===== config.mk =====
export PLATFORM = sky130hd
export DESIGN_NAME = control_pipe
export DESIGN_NICKNAME = d
export VERILOG_FILES = /design/src/rtl/control_pipe.sv
export SDC_FILE = /design/constraint.sdc
export NUM_CORES = 1
export LEC_CHECK = 0
export CELL_PAD_IN_SITES_DETAIL_PLACEMENT = 0
export CELL_PAD_IN_SITES_GLOBAL_PLACEMENT = 1
export CORE_ASPECT_RATIO = 0.5
export CORE_MARGIN = 8
export CORE_UTILIZATION = 27
export CTS_CLUSTER_DIAMETER = 60
export DETAILED_ROUTE_END_ITERATION = 10
export HOLD_SLACK_MARGIN = 0.1
export PLACE_DENSITY = 0.82
export SETUP_SLACK_MARGIN = 0.05
export SLEW_MARGIN = 20
export SYNTH_ARGS = -nofsm -noshare
export SYNTH_HDL_FRONTEND = slang
export SYNTH_SLANG_ARGS = --single-unit

===== constraint.sdc =====
create_clock -name clk -period 4 [get_ports clk]
set_clock_uncertainty 0.05 [all_clocks]
set_input_delay 0.8 -clock clk [delete_from_list [all_inputs] [get_ports clk]]
set_output_delay 0.8 -clock clk [all_outputs]
set_load 0.01 [all_outputs]

===== src/rtl/control_pipe.sv =====
// control_pipe: carries decoded EX/MEM/WB control bundles down the
// ID/EX -> EX/MEM -> MEM/WB registers. It also detects load-use hazards,
// inserts bubbles, and drives the front-end stall/flush controls.
// Optional feature macro: CTRL_PIPE_CNT_EN enables the saturating bubble counter.
module control_pipe #(
  parameter int REG_W = 5,
  parameter int CNT_W = 16
) (
  input  logic             clk,
  input  logic             reset,
  input  logic [3:0]       id_ex,
  input  logic [2:0]       id_mem,
  input  logic [1:0]       id_wb,
  input  logic             id_jump,
  input  logic [REG_W-1:0] id_rs,
  input  logic [REG_W-1:0] id_rt,
  input  logic             br_taken,
  output logic [3:0]       ex_ctrl,
  output logic [2:0]       ex_mem_fwd,
  output logic [2:0]       mem_ctrl,
  output logic [1:0]       wb_ctrl,
  output logic [REG_W-1:0] ex_rt,
  output logic             stall,
  output logic             pc_write,
  output logic             ifid_write,
  output logic             if_flush,
  output logic [CNT_W-1:0] bubble_cnt
);

  // ID/EX stage registers
  logic [3:0]       ex_p0;
  logic [2:0]       mem_p0;
  logic [1:0]       wb_p0;
  logic [REG_W-1:0] rt_p0;
  // EX/MEM stage registers
  logic [2:0]       mem_p1;
  logic [1:0]       wb_p1;
  // MEM/WB stage register
  logic [1:0]       wb_p2;

  logic             bubble;

  // Load-use hazard: the instruction in EX is a load whose destination
  // is read by the instruction in ID. Register 0 never creates a dependency.
  always_comb begin
    stall = mem_p0[1] & (rt_p0 != '0) & ((rt_p0 == id_rs) | (rt_p0 == id_rt));
    bubble     = br_taken | stall;
    pc_write   = ~stall;
    ifid_write = ~stall;
    // A jump waiting behind a stall is flushed only once it is finally decoded.
    if_flush   = br_taken | (id_jump & ~stall);
  end

  // ID/EX load: reset > bubble (branch flush or load-use stall) > normal
  always_ff @(posedge clk) begin
    if (reset) begin
      ex_p0  <= '0;
      mem_p0 <= '0;
      wb_p0  <= '0;
      rt_p0  <= '0;
    end else if (bubble) begin
      ex_p0  <= '0;
      mem_p0 <= '0;
      wb_p0  <= '0;
      rt_p0  <= '0;
    end else begin
      ex_p0  <= id_ex;
      mem_p0 <= id_mem;
      wb_p0  <= id_wb;
      rt_p0  <= id_rt;
    end
  end

  // EX/MEM and MEM/WB advance every cycle; they are never stalled
  always_ff @(posedge clk) begin
    if (reset) begin
      mem_p1 <= '0;
      wb_p1  <= '0;
      wb_p2  <= '0;
    end else begin
      mem_p1 <= mem_p0;
      wb_p1  <= wb_p0;
      wb_p2  <= wb_p1;
    end
  end

`ifdef CTRL_PIPE_CNT_EN
  logic [CNT_W-1:0] cnt_q;

  // Count every bubble loaded into ID/EX, holding at all-ones
  always_ff @(posedge clk) begin
    if (reset) begin
      cnt_q <= '0;
    end else if (bubble && (cnt_q != '1)) begin
      cnt_q <= cnt_q + 1'b1;
    end
  end

  assign bubble_cnt = cnt_q;
`else
  assign bubble_cnt = '0;
`endif

  assign ex_ctrl    = ex_p0;
  assign ex_mem_fwd = mem_p0;
  assign ex_rt      = rt_p0;
  assign mem_ctrl   = mem_p1;
  assign wb_ctrl    = wb_p2;

endmodule


== After elaboration in Yosys (flattened, before gate mapping) ==
Index checks and enable logic that the tools add are counted.

* Input port bits: 23
* Register bits after elaboration: 21
* Logic and storage cells: 18
* Output and inout port bits: 37

* Eq/ne operators: 2
* Reductions and logical operators: 2
* Bitwise gates (word level): 7

{| class="wikitable"
|+ Operators by type and width
! kind !! count
|-
| 5-bit == test || 2
|-
| 5-bit nonzero test || 1
|-
| 1-bit AND || 3
|-
| 1-bit OR || 3
|-
| 2-bit OR reduction || 1
|-
| 1-bit NOT || 1
|}

== Logic depth before layout (Yosys ltp) ==
* Depth after elaboration: 6
* Depth in mapped cells: 6
* Depth with buffers taken out: 4

== Least setup slack after synthesis ==
Ideal clock, no wire load.

* Path kind: input port to output port
* Start point: in id_rt[4]
* End point: out pc_write
* Path slack: 1.254 ns
* Stages: 6
* Arrival: 1.896 ns
* Path buffers: 2
* Data required time: 3.150 ns
* Cells stage by stage: xnor2_1 nand3_1 o22ai_2 buf_2 nand2_1 buf_4

* Cells in the longest elaborated chain, start to end: 4

{| class="wikitable"
|+ Ends and longest elaborated chain
! element !! line !! source
|-
| start, declared || 16 || <nowiki>input logic [REG_W-1:0] id_rt,</nowiki>
|-
| 5-bit == test || 46 || <nowiki>stall = mem_p0[1] & (rt_p0 != '0) & ((rt_p0 == id_rs) | (rt_p0 == id_rt));</nowiki>
|-
| 1-bit OR || 46 ||
|-
| 1-bit AND || 46 ||
|-
| 1-bit NOT || -- ||
|-
| end, declared || 24 || <nowiki>output logic pc_write,</nowiki>
|}

Every way passes these cells.

== Worst setup path in the final report ==
* Start point: in id_rt[4]
* End point: out if_flush

* Cells in the longest elaborated chain, start to end: 6

{| class="wikitable"
|+ Ends and longest elaborated chain
! element !! line !! source
|-
| 5-bit == test || 46 ||
|-
| 1-bit OR || 46 ||
|-
| 1-bit AND || 46 ||
|-
| 1-bit NOT || 51 || <nowiki>if_flush = br_taken | (id_jump & ~stall);</nowiki>
|-
| 1-bit AND || 51 ||
|-
| 1-bit OR || 51 ||
|-
| end, declared || 26 || <nowiki>output logic if_flush,</nowiki>
|}

Every way passes these cells.

==> flow_metrics.py <==
metrics = {
    "hold_path": {
        "hp-class": "reg2reg",
    },
    "floorplan": {
        "die_x_um": 101,
        "row_count": 15,
        "die_h_um": 58.4,
        "io_pins": 60,
        "die_area_sq_mm": 0.00588,
        "start_util_pct": 28.2,
        "core_region_area_sq_mm": 0.00343,
    },
    "sta": {
        "layout_min_cycle_time_ps": 3390,
        "rsz0062_at_grt": "false",
        "worst_pin_slew_ps": 564,
        "min_period_over_period_pct": 84.7,
        "finalHoldViolCount": 0,
        "setup_viol": 0,
        "slew_viol_final": 0,
        "max_freq_mhz": 295,
        "finalSetupTns_ps": 0,
        "max_slew_margin_pct": 62.3,
    },
    "synth": {
        "ys_seq_area_share_pct": 43.4,
        "async_flop_share_pct": 0,
        "synth-edff-count": 0,
        "synth.distinct_cells": 19,
        "yosys-top-cells-area": "dfxtp_1, buf_4, xnor2_1",
        "syn_inst": 100,
        "yosysTopAreaCellShare_pct": 43.4,
        "avgSynthCellArea_sq_um": 9.68,
        "yosysTopAreaCell": "dfxtp_1",
        "ys_ff_latch": 21,
        "netlist_area_sq_um": 968,
        "synth_ff_type": "dfxtp_1",
        "ys_warn_count": 0,
    },
    "finish": {
        "drive_above_1_share_pct": 12.4,
        "syn2layout_area_growth_pct": 47.3,
        "antennaDiodeCount": 0,
        "layout.nets": 169,
        "final_util_pct": 41.5,
    },
    "route": {
        "wl_mm": 2.34,
        "vias": 737,
        "first_pass_iters": 4,
        "postRouteAntennaNets": 0,
        "drt-wirelength-per-cell_um": 11.9,
        "drc": 0,
        "viasPerCell": 3.76,
        "drtIter0Drc": 19,
    },
    "pwr": {
        "power_density_mw_per_mm2": 303,
        "leakage_nw": 0.543,
        "irDropWorstVdd_mv": 0.140,
    },
    "clocking": {
        "clk_pin_slew_worst_paths_ps": 70,
        "cts-root-buf": "clkbuf_8",
        "post_cts_buffers": 0,
        "clock_latency_ps": 250,
        "cts_hold_buffers": 0,
        "cts.sink_count": 21,
        "cts_buffers": 3,
        "cts_resized": 0,
        "h-tree-depth": 1,
        "clk_path_buf_depth": 2,
        "cts_tree": "built",
    },
    "placed_design": {
        "dp_hpwl_mm": 1.95,
        "port_buffers": 43,
        "routabilityCongestion": 0.747,
    },
    "worst_setup_path": {
        "reg2reg_depth": 3,
        "regToRegSetupSlack_ps": 2370,
        "cpPeakStageDelay_ps": 510,
        "crit_end": "if_flush",
        "arrival_ps": 2540,
        "crit_chain": "clkdlybuf4s50_1 > xnor2_1 > nand3_1 > o22ai_2 > buf_4 > a31oi_1 > clkdlybuf4s50_1",
        "rr_endpoint": "ex_rt[1]",
        "cp-start-kind": "input port",
        "r2r_start": "ex_rt[1]",
        "critPathCaptureType": "primary output",
        "cp_max_fo": 6,
        "startpoint": "id_rt[4]",
        "crit_slowest_cell": "clkdlybuf4s50_1",
        "critPathKind": "in2out",
        "cp.required_ps": 3150,
        "crit_top_cell": "clkdlybuf4s50_1",
    },
    "grt": {
        "grt_max_degree": 18,
        "grt-ovfl-total": 0,
        "grt_pass1_wl_mm": 3.64,
        "grt_usage_pct": 7.90,
        "antenna_found_initial": 0,
        "grt_pass1_vias": 802,
    },
    "flow_run": {
        "cap_violations": 0,
    },
    "status": {
        "outcome": "completed",
    },
}
==> per-stage QoR <==
stage	worst slack [ps]	std cells	hold WS, ps	power, mW	instance area, sq um
detailed placement	587	192	378	0.307	1380
global route	505	196	405	0.457	1430
finish	610	196	388	0.433	1430
floorplan	1250	115	364	0.275	1020
CTS	585	196	395	0.442	1430
global placement	659	192	371	0.306	1380
==> sequential cells by signal, indices dropped and copies added, names as in the netlist <==
| register | flops |
|---|---|
| ex_ctrl | 4 |
| ex_mem_fwd | 3 |
| ex_rt | 5 |
| mem_ctrl | 3 |
| wb_ctrl | 2 |
| wb_p0 | 2 |
| wb_p1 | 2 |
==> where the power goes <==
group | leakage [nW] | total [mW] | switching, mW | internal [mW]
clock | 0.0228 | 0.131 | 0.0605 | 0.0707
combinational | 0.348 | 0.0805 | 0.0354 | 0.0450
sequential | 0.172 | 0.221 | 0.00470 | 0.216
total | 0.543 | 0.433 | 0.101 | 0.332
==> routing by layer <==
metal / vias to the layer above / share of wire (%) / global-route usage [%]
li1: 378 / - / -
met1: 336 / 40 / 7.90
met2: 21 / 54 / 15.4
met3: 2 / 4.2 / 2.00
met4: 0 / 1.2 / 3.19
met5: - / 0 / 0
==> critical path, delay by kind of cell <==
| family | cells | cell delay, ps |
|---|---|---|
| compound gates | 2 | 320 |
| simple gates | 1 | 110 |
| buf+inv | 3 | 1180 |
| xor+xnor | 1 | 130 |
==> cells by family (layout without fill, tap and decap cells) <==
group | count (synthesis) | in the layout | share of synthesized area [%]
flops | 21 | 21 | 43.4
simple gates | 26 | 26 | 13.6
buf+inv | 25 | 55 | 18.1
other cells | 1 | 16 | 0.387
xor+xnor | 10 | 10 | 9.04
compound gates | 17 | 17 | 15.5
==> synthesized netlist by cell type (2+ instances only) <==
master	instances
a211oi_1	5
a21oi_2	9
buf_4	17
dfxtp_1	21
inv_1	6
nand2_1	12
nand3_1	2
nor2_1	2
nor2b_1	7
xnor2_1	10
==> worst min-delay path by stage <==
| stage | startpoint | to | slack (ps) | cells after the start |
|---|---|---|---|---|
| 4_1_cts | wb_p0[1] | wb_p1[1] | 390 | 1 |
| 6_report | wb_p0[0] | wb_p1[0] | 390 | 1 |
| 5_1_grt | wb_p0[0] | wb_p1[0] | 410 | 1 |
| 2_1_floorplan | wb_p1[0] | wb_ctrl[0] | 360 | 1 |
| 3_5_place_dp | wb_p0[1] | wb_p1[1] | 380 | 1 |
| 3_3_place_gp | wb_p0[1] | wb_p1[1] | 370 | 1 |
==> area by class of cell <==
type	count	area, sq um
clock buffers	4	45.0
fillers	341	2010
repair buffers	45	445
inverters	6	22.5
well taps	51	63.8
multi-input cells	69	429
flip-flops and latches	21	420
==> placed cells by master (no fill, tap or decap) <==
cell type	instances
a211oi_1	5
a21oi_2	9
a31oi_1	1
and2_2	1
buf_4	2
clkbuf_1	1
clkbuf_8	3
clkdlybuf4s50_1	43
conb_1	16
dfxtp_1	21
inv_1	6
nand2_1	12
nand3_1	2
nor2_1	2
nor2b_1	7
o21a_4	1
o22ai_2	1
or2_0	1
or4_4	1
xnor2_1	10
Power figures use the tool's default switching activity.
